$ cat src/rtl/matrix_flush_sequencer.sv
// rtl/matrix_flush_sequencer.sv - frame pass-through with end-of-frame flush lines for the 3x3 matrix generator (optional LINE_LEN_CHECK_EN)
module matrix_flush_sequencer #(
    parameter int DATA_WIDTH  = 8,
    parameter int IMG_HDISP   = 640,
    parameter int IMG_VDISP   = 480,
    parameter int FLUSH_LINES = 2,
    parameter int HBLANK      = 16,
    parameter int FLUSH_VALUE = 0,
    parameter int CNT_W       = 12
) (
    input  logic                  clk,
    input  logic                  rst_n,
    input  logic                  in_vsync,
    input  logic                  in_href,
    input  logic [DATA_WIDTH-1:0] in_data,
    output logic                  out_vsync,
    output logic                  out_href,
    output logic [DATA_WIDTH-1:0] out_data,
    output logic [CNT_W-1:0]      pix_cnt,
    output logic [CNT_W-1:0]      line_cnt,
    output logic                  flush_active,
    output logic                  frame_done,
    output logic                  frame_drop
`ifdef LINE_LEN_CHECK_EN
    ,
    output logic                  line_err
`endif
);

    typedef enum logic [2:0] {
        IDLE,
        PASS,
        FLUSH_LINE,
        FLUSH_BLANK,
        DONE
    } state_t;

    localparam logic [CNT_W-1:0]      CNT_MAX     = '1;
    localparam logic [CNT_W-1:0]      CNT_ONE     = CNT_W'(1);
    localparam logic [CNT_W-1:0]      HDISP_LAST  = CNT_W'(IMG_HDISP - 1);
    localparam logic [CNT_W-1:0]      VDISP_LAST  = CNT_W'(IMG_VDISP - 1);
    localparam logic [CNT_W-1:0]      HBLANK_LAST = CNT_W'(HBLANK - 1);
    localparam logic [1:0]            FLUSH_NUM   = 2'(FLUSH_LINES);
    localparam logic [DATA_WIDTH-1:0] FLUSH_PIX   = DATA_WIDTH'(FLUSH_VALUE);

    function automatic logic [CNT_W-1:0] sat_inc(input logic [CNT_W-1:0] v);
        return (v == CNT_MAX) ? v : v + CNT_ONE;
    endfunction

    state_t                state, state_nxt;
    logic                  vs_prev;
    logic                  href_seen, href_seen_nxt;
    logic [CNT_W-1:0]      in_lines, in_lines_nxt;
    logic [CNT_W-1:0]      blank_cnt, blank_cnt_nxt;
    logic [1:0]            flush_cnt, flush_cnt_nxt;
    logic                  out_vsync_nxt, out_href_nxt;
    logic [DATA_WIDTH-1:0] out_data_nxt;
    logic [CNT_W-1:0]      pix_cnt_nxt, line_cnt_nxt;
    logic                  flush_active_nxt, frame_done_nxt, frame_drop_nxt;
`ifdef LINE_LEN_CHECK_EN
    logic                  line_err_nxt;
`endif

    logic vs_rise;
    logic in_href_fall;

    // vs_prev resets high so a frame already in progress at reset release is never taken as a new one
    assign vs_rise      = in_vsync & ~vs_prev;
    // out_href holds last cycle's in_href while passing through
    assign in_href_fall = out_href & ~in_href;

    // State, counters and every output are registered here
    always_ff @(posedge clk or negedge rst_n) begin
        if (!rst_n) begin
            state        <= IDLE;
            vs_prev      <= 1'b1;
            href_seen    <= 1'b0;
            in_lines     <= '0;
            blank_cnt    <= '0;
            flush_cnt    <= '0;
            out_vsync    <= 1'b0;
            out_href     <= 1'b0;
            out_data     <= '0;
            pix_cnt      <= '0;
            line_cnt     <= '0;
            flush_active <= 1'b0;
            frame_done   <= 1'b0;
            frame_drop   <= 1'b0;
`ifdef LINE_LEN_CHECK_EN
            line_err     <= 1'b0;
`endif
        end else begin
            state        <= state_nxt;
            vs_prev      <= in_vsync;
            href_seen    <= href_seen_nxt;
            in_lines     <= in_lines_nxt;
            blank_cnt    <= blank_cnt_nxt;
            flush_cnt    <= flush_cnt_nxt;
            out_vsync    <= out_vsync_nxt;
            out_href     <= out_href_nxt;
            out_data     <= out_data_nxt;
            pix_cnt      <= pix_cnt_nxt;
            line_cnt     <= line_cnt_nxt;
            flush_active <= flush_active_nxt;
            frame_done   <= frame_done_nxt;
            frame_drop   <= frame_drop_nxt;
`ifdef LINE_LEN_CHECK_EN
            line_err     <= line_err_nxt;
`endif
        end
    end

    // Next state, next output values and position counters
    always_comb begin
        state_nxt        = state;
        href_seen_nxt    = href_seen;
        in_lines_nxt     = in_lines;
        blank_cnt_nxt    = blank_cnt;
        flush_cnt_nxt    = flush_cnt;
        out_vsync_nxt    = 1'b0;
        out_href_nxt     = 1'b0;
        out_data_nxt     = '0;
        pix_cnt_nxt      = '0;
        line_cnt_nxt     = line_cnt;
        flush_active_nxt = 1'b0;
        frame_done_nxt   = 1'b0;
        frame_drop_nxt   = 1'b0;
`ifdef LINE_LEN_CHECK_EN
        line_err_nxt     = 1'b0;
`endif

        case (state)
            IDLE: begin
                if (vs_rise) begin
                    state_nxt     = PASS;
                    out_vsync_nxt = 1'b1;
                    out_href_nxt  = in_href;
                    out_data_nxt  = in_data;
                end
            end
            PASS: begin
`ifdef LINE_LEN_CHECK_EN
                if (in_href_fall && (pix_cnt != HDISP_LAST))
                    line_err_nxt = 1'b1;
`endif
                if (in_href_fall && (in_lines == VDISP_LAST)) begin
                    // last image line done: the block now owns out_vsync
                    state_nxt        = FLUSH_BLANK;
                    out_vsync_nxt    = 1'b1;
                    flush_active_nxt = 1'b1;
                    blank_cnt_nxt    = '0;
                    flush_cnt_nxt    = '0;
                end else if (!in_vsync) begin
                    // short frame: nothing is flushed
                    state_nxt      = DONE;
                    frame_done_nxt = 1'b1;
                end else begin
                    out_vsync_nxt = 1'b1;
                    out_href_nxt  = in_href;
                    out_data_nxt  = in_data;
                    if (in_href_fall)
                        in_lines_nxt = sat_inc(in_lines);
                end
            end
            FLUSH_BLANK: begin
                frame_drop_nxt = vs_rise;
                out_vsync_nxt  = 1'b1;
                if (flush_cnt == FLUSH_NUM) begin
                    state_nxt      = DONE;
                    out_vsync_nxt  = 1'b0;
                    frame_done_nxt = 1'b1;
                end else if (blank_cnt == HBLANK_LAST) begin
                    state_nxt        = FLUSH_LINE;
                    out_href_nxt     = 1'b1;
                    out_data_nxt     = FLUSH_PIX;
                    flush_active_nxt = 1'b1;
                    blank_cnt_nxt    = '0;
                end else begin
                    flush_active_nxt = 1'b1;
                    blank_cnt_nxt    = blank_cnt + CNT_ONE;
                end
            end
            FLUSH_LINE: begin
                frame_drop_nxt = vs_rise;
                out_vsync_nxt  = 1'b1;
                if (pix_cnt == HDISP_LAST) begin
                    state_nxt        = FLUSH_BLANK;
                    flush_cnt_nxt    = flush_cnt + 2'd1;
                    flush_active_nxt = ((flush_cnt + 2'd1) != FLUSH_NUM);
                end else begin
                    out_href_nxt     = 1'b1;
                    out_data_nxt     = FLUSH_PIX;
                    flush_active_nxt = 1'b1;
                end
            end
            DONE: begin
                frame_drop_nxt = vs_rise;
                state_nxt      = IDLE;
            end
            default: state_nxt = IDLE;
        endcase

        // line_cnt names the line on out_href, so it advances when the next line starts
        if (out_href_nxt) begin
            if (out_href)
                pix_cnt_nxt = sat_inc(pix_cnt);
            else if (href_seen)
                line_cnt_nxt = sat_inc(line_cnt);
            href_seen_nxt = 1'b1;
        end

        if ((state_nxt == IDLE) || (state_nxt == DONE)) begin
            href_seen_nxt = 1'b0;
            in_lines_nxt  = '0;
            blank_cnt_nxt = '0;
            flush_cnt_nxt = '0;
            pix_cnt_nxt   = '0;
            line_cnt_nxt  = '0;
        end
    end

endmodule

$ cat config.mk
export PLATFORM = sky130hd
export DESIGN_NAME = matrix_flush_sequencer
export DESIGN_NICKNAME = d
export VERILOG_FILES = /design/src/rtl/matrix_flush_sequencer.sv
export SDC_FILE = /design/constraint.sdc
export NUM_CORES = 1
export LEC_CHECK = 0
export CORE_UTILIZATION = 45
export CTS_CLUSTER_DIAMETER = 120
export DETAILED_ROUTE_END_ITERATION = 6
export GPL_ROUTABILITY_DRIVEN = 0
export PLACE_DENSITY_LB_ADDON = 0.3
export SLEW_MARGIN = 10
export SYNTH_ARGS = -nofsm -noshare
export SYNTH_HDL_FRONTEND = slang
export SYNTH_SLANG_ARGS = --single-unit
export TNS_END_PERCENT = 1
$ cat constraint.sdc
create_clock -name clk -period 2.2 [get_ports clk]
set_input_delay 0.44 -clock clk [delete_from_list [all_inputs] [get_ports clk]]
set_output_delay 0.44 -clock clk [all_outputs]
set_load 0.01 [all_outputs]
* Word-level counts from Yosys, hierarchy flattened
Index checks and enable logic that the tools add are counted.
W data, S select, Z words.
** Storage, ports and cells
- Register bits after elaboration :: 68
- Input port bits :: 12
- Output and inout bits :: 37
- Word-level logic and storage cells :: 117
** Operators by class
- Add/subtract/negate cells :: 5
- Equality and inequality tests :: 21
- Muxes and demuxes :: 57
- Bitwise operators :: 4
- Reductions and logical operators :: 16
** Operator list (number)
- $mux W12 :: 19
- $add A12 B1 Y12 const B :: 4
- $eq A12 B12 Y1 const B :: 3
- $mux W8 :: 3
- $pmux W12 S2 :: 1
- $mux W1 :: 18
- $mux W3 :: 6
- $pmux W8 S2 :: 1
- $eq A12 B10 Y1 const B :: 1
- $eq A12 B4 Y1 const B :: 1
- $eq A12 B9 Y1 const B :: 1
- $pmux W3 S4 :: 1
- $reduce_bool A2 Y1 :: 5
- $ne A3 B3 Y1 const B :: 3
- $ne A2 B1 Y1 const B :: 4
- $pmux W1 S4 :: 2
- $eq A3 B2 Y1 const B :: 2
- $eq A3 B3 Y1 const B :: 2
- $logic_not A3 Y1 :: 2
- $mux W2 :: 3
- $reduce_and A3 Y1 :: 2
- $reduce_bool A3 Y1 :: 2
- $reduce_and A5 Y1 :: 1
- $ne A4 B3 Y1 const B :: 1
- 13 further kinds :: 15

* Logic depth before layout (Yosys ltp)
Gate-level depths: netlist (run 1).
- Depth after elaboration :: 9
- Mapped depth :: 10
- Mapped depth without buffers :: 8

* Worst setup path after synthesis (run 1)
OpenSTA, ideal clock, no wires.
- Path type :: register -> register
- Start :: register in_lines[5]
- End :: register blank_cnt[11]
- Library setup time :: 0.125 ns
- Arrival :: 2.133 ns
- Data required time :: 2.075 ns
- Slack :: -0.057 ns
- Cell stages (with the launch flop) :: 7
- Path buffers :: 1
- Period minus slack after synthesis :: 2.257 ns
- Cell sequence :: dfrtp_1 > or4_4 > or4_4 > buf_6 > a2111oi_4 > xnor2_1 > nor2_2
** On the way
- Cells in the longest elaborated chain, start to end :: 8
- Elaborated cells between the ends (all ways) :: 12
- Classes of those cells :: eq/ne (4); mux (3); reduce/logical (5)
** Ends and longest elaborated chain
- start: declaration :: RTL line 53 : logic [CNT_W-1:0] in_lines, in_lines_nxt;
- start signal: assignment :: RTL line 96 : in_lines <= in_lines_nxt;
- $eq A12 B9 Y1 * :: RTL line 146 : if (in_href_fall && (in_lines == VDISP_LAST)) begin
- $logic_and A1 B1 Y1 * :: RTL line 146
- $mux W3 :: RTL line 146
- $pmux W3 S4 :: RTL line 132 : case (state)
- $eq A3 B3 Y1 / $logic_not A3 Y1 (equally long branches) :: RTL line 212 : if ((state_nxt == IDLE) || (state_nxt == DONE)) begin
- $logic_or A1 B1 Y1 :: RTL line 212
- $ne A3 B3 Y1 (no line) / $reduce_bool A3 Y1 (equally long branches)
- $reduce_and A3 Y1 (no line)
- end signal: assignment :: RTL line 97 : blank_cnt <= blank_cnt_nxt;
- end: declaration :: RTL line 54 : logic [CNT_W-1:0] blank_cnt, blank_cnt_nxt;
Mark *: on every way between the ends. The rest lies on a longest branch, timed or not.
A chain may end at the register's enable or synchronous reset.

* Worst setup path in the final report (run 1)
- Start :: register in_lines[10]
- End :: register blank_cnt[8]
The elaborated chain is that of the path after synthesis.

==> results of run 1 <==
[report_power, final]
group / internal (mW) / switching, mW
Clock: 0.702 / 0.495
Combinational: 0.0900 / 0.104
Sequential: 1.27 / 0.00906
Total: 2.06 / 0.608
[stage by stage]
step | area [sq um] | setup TNS [ns]
2_1_floorplan | 3590 | -0.0339
3_3_place_gp | 4600 | -8.21
3_5_place_dp | 4600 | -9.17
4_1_cts | 4920 | -0.258
5_1_grt | 4990 | -0.278
6_report | 4990 | -0.00368
[synthesized netlist by cell type, types with 2 or more instances]
| cell | number | share of area |
|---|---|---|
| o31ai_1 | 6 | 0.013 |
| nand4_1 | 10 | 0.017 |
| or3_1 | 7 | 0.012 |
| xor2_1 | 11 | 0.027 |
| a21oi_1 | 16 | 0.022 |
| a2111oi_4 | 3 | 0.023 |
| nor4_1 | 6 | 0.010 |
| o211ai_1 | 5 | 0.010 |
| nand2_1 | 26 | 0.027 |
| nor3b_1 | 3 | 0.0063 |
| o21a_1 | 3 | 0.0063 |
| and4_1 | 3 | 0.0073 |
| nor2_1 | 40 | 0.042 |
| nor2_2 | 2 | 0.0035 |
| or4_4 | 2 | 0.0063 |
| nor2b_1 | 3 | 0.0052 |
| buf_2 | 3 | 0.0042 |
| clkbuf_1 | 10 | 0.010 |
| or2_2 | 3 | 0.0052 |
| ha_1 | 6 | 0.021 |
| nand3_1 | 28 | 0.039 |
| o21ai_0 | 9 | 0.013 |
| nand4bb_1 | 2 | 0.0063 |
| o31a_1 | 3 | 0.0073 |
| dfrtp_1 | 67 | 0.47 |
| nand2b_1 | 6 | 0.010 |
| mux2i_1 | 5 | 0.014 |
| a211oi_1 | 3 | 0.0063 |
| or4_1 | 4 | 0.0084 |
| nor3_1 | 6 | 0.0084 |
| and3_1 | 8 | 0.014 |
| xnor2_1 | 15 | 0.037 |
| nand3b_1 | 2 | 0.0042 |
| and2_1 | 12 | 0.021 |
| inv_1 | 9 | 0.0094 |
| or3b_2 | 3 | 0.0073 |
[how the worst min path moves through the flow]
| stage | startpoint | endpoint | slack (ns) | depth (start not counted) |
|---|---|---|---|---|
| 2_1_floorplan | rst_n | blank_cnt[0]$_DFFE_PN0P_ | 0.14 | 0 |
| 3_3_place_gp | href_seen$_DFFE_PN0P_ | href_seen$_DFFE_PN0P_ | 0.48 | 2 |
| 3_5_place_dp | rst_n | out_data[6]$_DFF_PN0_ | 0.49 | 2 |
| 4_1_cts | rst_n | pix_cnt[1]$_DFFE_PN0P_ | 0.12 | 2 |
| 5_1_grt | rst_n | in_lines[3]$_DFFE_PN0P_ | 0.15 | 2 |
| 6_report | rst_n | in_lines[0]$_DFFE_PN0P_ | 0.11 | 2 |
[logic make-up (layout without fill, tap and decap cells)]
kind of cell	after synthesis	after routing	share of synthesized area
AOI/OAI and AO/OA	60	62	0.134
DFF	68	68	0.475
adders and majority gates	6	6	0.0209
buffers and inverters	23	134	0.0272
and+or+nand+nor	177	178	0.265
xor gates and xnor gates	26	26	0.0635
muxes	5	5	0.0140
[per-layer routing]
layer	track usage	vias up
li1	-	1540
met1	0.280	1548
met2	0.362	76
met3	0.0511	12
met4	0.0939	0
met5	0	-
[flip-flops by register name (all words and copies together) (netlist names), 2 cells and up]
name       count
blank_cnt     12
flush_cnt      2
in_lines      12
line_cnt      12
out_data       8
pix_cnt       12
state          3
[critical path, delay by kind of cell, from the launching register on]
family | cells | cell delay, ns
multiplexers | 1 | 0.08
AO/OA/AOI/OAI | 2 | 0.40
buffers and inverters | 1 | 0.12
AND/OR/NAND/NOR | 2 | 1.09
flip-flops | 1 | 0.38
[what timing repair did]
action                     CTS  global route
cloned                       2             1
pin swaps                   13            11
setup endpoints to repair   24            22
resized for setup           12            11
setup buffers                0             2
[area by class of cell]
type	instances	area [sq um]
fill	620	2740
multi-input combinational	277	1910
sequential	68	1700
timing repair buffer	109	981
clock buffer	11	151
tap	102	128
clock inverter	5	83.8
inverter	9	33.8
==> results by stage, run 1 <==
Status:
- The flow ran to the end, but the final reports show violations.
- The final reports fail on setup timing.

STA:
- The worst hold margin is around 0.11 ns.
- After layout, the worst setup slack is -0.00219 ns.
- The final hold violation count was 0.
- The transition at the pin with the smallest max-transition slack is about 0.64 ns.
- The remaining max-slew budget at the tightest pin is 0.574.
- The number of slew-limit violations in the final report was 0.
- In the finished design, the share of the clock period the worst path needs comes to 1.00.
- The smallest clock period supported by the final layout is computed as 2.20 ns.
- The final-report setup violation count is 2.
- Setup repair after global routing could not meet its margin everywhere.
- On the final layout, the worst clock skew is 0.0121 ns.
- Timing would allow up to 454 MHz.

Floorplanning:
- The number of placement rows is 32.
- The area of the placeable core is 7730 sq um.
- The x dimension of the die is 91.2 um.
- The floorplan step defined a die boundary enclosing roughly 8300 sq um.
- The initial standard-cell utilization of the core is 0.464.
- For this design the top-level I/O count stands at 49.
- The vertical extent of the die is approximately 91 um.

Power and ir drop:
- Power spread over the standard cell area amounts to 534 nW/um^2.
- The peak supply drop is ~0.5 mV.
- The overall power after layout is about 2.7 mW.
- The leakage power figure is a little over 2 nW.

Setup path:
- The worst setup path category is reg2reg.
- In this design, the critical path's most frequently occurring cell is or4_4.
- The largest single stage delay on the critical path is 0.56 ns.
- The nature of the critical path endpoint is a flop.
- The critical path goes through or4_4 > or4_4 > a21o_4 > buf_6 > a2bb2oi_2 > mux2i_1.
- For the worst setup path, the data arrival time is approximately 2.4 ns.
- Tracing the worst setup path back leads to its startpoint at in_lines[10]$_DFFE_PN0P_.
- The endpoint of the worst-slack reg-to-reg timing path is blank_cnt[8]$_DFFE_PN0P_.
- The nature of the critical path startpoint is a flop.
- The register-to-register setup slack is -0.002 ns.
- The critical path data required time is 2.42 ns.
- The library cell contributing the largest single delay on the critical path is or4_4.
- The maximum fanout encountered on the critical timing path is 5.
- The number of cells on the worst reg-to-reg path is 6.
- Following the worst setup path forward leads to its endpoint at blank_cnt[8]$_DFFE_PN0P_.
- The worst register-to-register path begins at in_lines[10]$_DFFE_PN0P_.

Logic synthesis:
- The dominant register cell in the synthesized netlist is dfrtp_1.
- Of the synthesized area, sequential elements account for 0.475.
- Synthesis produced 365 cells.
- Of all flip-flops after synthesis, the portion carrying an async set or reset was 1.00.
- The number of enable flip-flop cells after synthesis is 0.
- The Yosys step of the flow raised 0 warnings.
- Counting every net in the synthesized netlist gives 383.
- The post-synthesis register bit count is 68.
- The average cell area after synthesis is 9.82 sq um.
- After synthesis, the netlist uses approximately 50 different library cells.
- The mapped netlist covers approximately 3600 sq um.

Route:
- The total wirelength of the detailed-routed design is around 8600 um.
- In the routed layout, each cell is associated on average with a via count of 5.47.
- Detailed routing placed a total of about 510 um of wire on met3.
- The detailed-routing wirelength on met1 is around 3800 um.
- Dividing the detail-routed wire length by the instance count gives 14.8 um.
- In this run, the number of DRC markers left after iteration 0 of detailed routing was 159.
- For this run, design rule violations remaining after detail routing come to 0.
- The detailed-router iteration count before antenna repair is 4.
- The detailed router used layers up to and including met4.
- Wire segments on met2 add up to between 4000 and 5000 um in the final route.
- The routed layout has between 3000 and 4000 vias.
- The detail route stage leaves a number of antenna-violating nets equal to 0.

GRT:
- The via count of the first global-routing pass came to about 3200.
- Entering global routing, the biggest net connects a little under 70 pins.
- The first global-routing pass estimated 14600 um of wire.
- In the global route stage, overall resource usage came out at 0.221.
- The initial antenna violation count came to 0.
- After global routing the overflow that remains totals 0.

Clock tree:
- The maximum clock path buffer count is 2.
- The clock-pin slew of the registers on the worst-case setup and hold paths is around 0.070 ns.
- The clock latency of the later-clocked register in the worst-skew pair is 0.34 ns.
- The CTS tree is done.
- The number of buffers created by CTS is 9.
- The clock sink count is between 60 and 70.
- CTS built an H-tree with a depth of 3.
- For this design, the CTS-stage hold fixing added 0 buffers.
- The clock tree root buffer cell is clkbuf_8.

Place:
- The pre-CTS setup slack is -0.551 ns.
- The number of placed instances with taps included is 560.
- In this run the tool buffered the top-level ports with between 40 and 50 buffer cells.
- The HPWL after detailed placement is just under 6000 um.

Job:
- The max capacitance violation total is 0.

Worst hold path:
- The class of the tightest hold or removal check is in2async.

Finish:
- Compared with the post-synthesis result, the final layout area differs by 39.2%.
- The repair_antennas step left the layout with diodes totalling 0.
- Once layout is complete, the cells apart from fillers number approximately 580.
- In the final layout, the share of cells above drive strength 1 is 0.234.
- The library cells used most frequently in the layout, excluding fill and tap cells, are dfrtp_1, buf_4, clkdlybuf4s50_1, nor2_1, nand3_1.
- The utilization after layout is 0.646.
- The library cell used most frequently in the layout, excluding fill and tap cells, is dfrtp_1.
- The final net count is between 400 and 500.
(Power assumes the default switching activity.)
==> run 2: changes to the inputs <==
--- a/config.mk
+++ b/config.mk
@@ -10,6 +10,7 @@
 export DETAILED_ROUTE_END_ITERATION = 6
 export GPL_ROUTABILITY_DRIVEN = 0
 export PLACE_DENSITY_LB_ADDON = 0.3
+export SKIP_LAST_GASP = 1
 export SLEW_MARGIN = 10
 export SYNTH_ARGS = -nofsm -noshare
 export SYNTH_HDL_FRONTEND = slang
==> results by stage, run 2 (synthesis gave the netlist of run 1 again) <==
STA:
- The number of slew-limit violations in the final report is 0 (unchanged).
- The final hold violation count is 0 (unchanged).
- The transition at the pin with the smallest max-transition slack is 0.631 ns (-0.00817 ns).
- The final-report setup violation count was 2 (unchanged).
- The final clock skew was 0.0120 ns (-0.0000339 ns).
- The minimum clock period is 2.21 ns (+0.00622 ns).
- The final critical-path setup slack is -0.00841 ns (-0.00622 ns).
- The remaining max-slew budget at the tightest pin is 0.579 (+0.00544).
- The upper clock frequency limit was 453 MHz (-0.28%).
- Setup repair after global routing could not meet its margin everywhere.
- The worst hold margin is 0.112 ns (-0.000858 ns).
- The fraction of the cycle the final worst path needs is 1.00 (+0.00283).

GRT:
- The global router's overall resource usage is 0.220 (-0.00108).
- The wire length of the first global-routing pass is 14500 um (-0.66%).
- The initial antenna violation count is 0 (unchanged).
- The largest net degree at the start of global routing came to 69 (unchanged).
- The overall overflow remaining after global route was 0 (unchanged).
- The via count of the first global-routing pass is 3139 (-0.98%).

Setup path:
- The nature of the critical path startpoint is a flop.
- By startpoint and endpoint, the worst setup path is classified as reg2reg.
- The critical path data required time is 2.42 ns (about the same).
- The maximum fanout encountered on the critical timing path is 4 (-1).
- The data arrival time of the worst path is 2.43 ns (about the same).
- The register-to-register setup slack is -0.008 ns (about the same).
- STA classifies the critical path endpoint as a flop.

Floorplanning:
- The initial standard-cell utilization of the core is 0.464 (unchanged).
- The I/O pin count came to 49 (unchanged).
- The area of the die was 8320 sq um (unchanged).
- The x dimension of the die is 91.2 um (unchanged).
- The vertical extent of the die came to 91.2 um (unchanged).
- The area of the placeable core is 7730 sq um (unchanged).
- The number of placement rows came to 32 (unchanged).

Route:
- The per-cell routed wire length came to 14.8 um (+0.41%).
- The count of vias placed by the detailed router came to 3199 (+0.72%).
- The number of routed nets with antenna violations is 0 (unchanged).
- The first-iteration detailed-routing DRC count is 173 (+8.8%).
- The total wirelength of the detailed-routed design is 8650 um (+0.76%).
- The number of remaining DRC errors came to 0 (unchanged).
- The ratio of routed vias to standard cells is 5.49 (+0.38%).
- The detailed-router iteration count before antenna repair came to 5 (+1).

Power and ir drop:
- The overall power after layout is 2.66 mW (-0.11%).
- The power density relative to cell area is 531 nW/um^2 (-0.56%).
- The leakage power figure was 2.04 nW (+0.48%).
- The peak supply drop is 0.494 mV (-0.27%).

Status:
- The final reports fail on setup timing.
- The run finished, with violations left.

Clock tree:
- The number of buffers created by CTS is 9 (unchanged).
- The clock sink count is 68 (unchanged).
- The clock-pin slew of the registers on the worst-case setup and hold paths is 0.07 ns (about the same).
- The H-tree depth was 3 (unchanged).
- The CTS tree is done.
- The tree is rooted in a clkbuf_8.
- The maximum clock path buffer count is 2 (unchanged).
- The clock latency of the later-clocked register in the worst-skew pair is 0.34 ns (about the same).

Finish:
- Compared with the post-synthesis result, the final layout area differs by 39.8%.
- The number of fillers in the final layout came to 617 (-0.48%).
- The diode insertion count for antenna repair is 0 (unchanged).
- The final net count is 494 (+0.41%).
- The ratio of cells with drive above 1 in the final layout is 0.233 (-0.000972).
- The utilization after layout is 0.648 (+0.00292).
- The library cell used most frequently in the layout, excluding fill and tap cells, is dfrtp_1.
- In the layout the commonest cells are dfrtp_1, buf_4, clkdlybuf4s50_1, nor2_1, nand3_1.

Place:
- The HPWL after detailed placement is 5870 um (unchanged).
- The number of buffers added on ports is 48 (unchanged).

Worst hold path:
- The class of the tightest hold or removal check is in2async.

Job:
- The max capacitance violation total is 0 (unchanged).
-- run 2: through the flow --
| step | cells | TNS [ns] | cell area, sq um | setup WS (ns) |
|---|---|---|---|---|
| floorplan | 365 | -0.0339 | 3590 | -0.0225 |
| global placement | 560 | -8.21 | 4600 | -0.521 |
| detailed placement | 560 | -9.17 | 4600 | -0.551 |
| CTS | 578 | -0.901 | 4890 | -0.0831 |
| global route | 583 | -0.496 | 5010 | -0.0707 |
| finish | 583 | -0.0130 | 5010 | -0.00841 |
-- run 2: report_power, final --
part           total [mW]  internal (mW)  leakage (nW)  switching, mW
Combinational       0.191         0.0893         0.988          0.102
Clock                1.20          0.702         0.112          0.493
Sequential           1.28           1.27         0.938        0.00995
-- run 2: critical path, stage by stage, from the launching register on --
cell	delay, ns
dfrtp_1	0.38
or4_4	0.56
buf_4	0.16
or4_4	0.53
a211oi_2	0.27
xnor2_1	0.15
nor2_1	0.05
-- run 2: final cells by class --
class	count	area [sq um]	area share
Multi-Input combinational cell	277	1920	0.383
Sequential cell	68	1700	0.340
Timing Repair Buffer	111	992	0.198
Clock buffer	11	151	0.0302
Tap cell	102	128	0.0255
Clock inverter	5	83.8	0.0167
Inverter	9	33.8	0.00674
-- run 2: layer usage --
layer | GRT usage | vias to the layer above | share of wire
met5 | 0 | - | 0
met4 | 0.0939 | 0 | 0.017
met3 | 0.0511 | 15 | 0.057
met2 | 0.359 | 81 | 0.49
met1 | 0.280 | 1560 | 0.44
li1 | - | 1543 | -
-- run 2: path summary, 6_finish.rpt --
kind	from	end	depth (start not counted)
max reg2reg	in_lines[10]$_DFFE_PN0P_	blank_cnt[4]$_DFFE_PN0P_	6
min reg2reg	href_seen$_DFFE_PN0P_	href_seen$_DFFE_PN0P_	2
min	rst_n	in_lines[0]$_DFFE_PN0P_	2
max in group asynchronous	rst_n	vs_prev$_DFF_PN1_	2
min in group clk	href_seen$_DFFE_PN0P_	href_seen$_DFFE_PN0P_	2
max	in_lines[10]$_DFFE_PN0P_	blank_cnt[4]$_DFFE_PN0P_	6
-- run 2: timing repair --
item,in CTS,in global routing
pin swaps,3,9
setup buffers,0,4
gates resized for setup,6,14
endpoints found under the hold margin,0,0
gates cloned,2,1
setup endpoints to repair,24,24
hold buffers,0,0
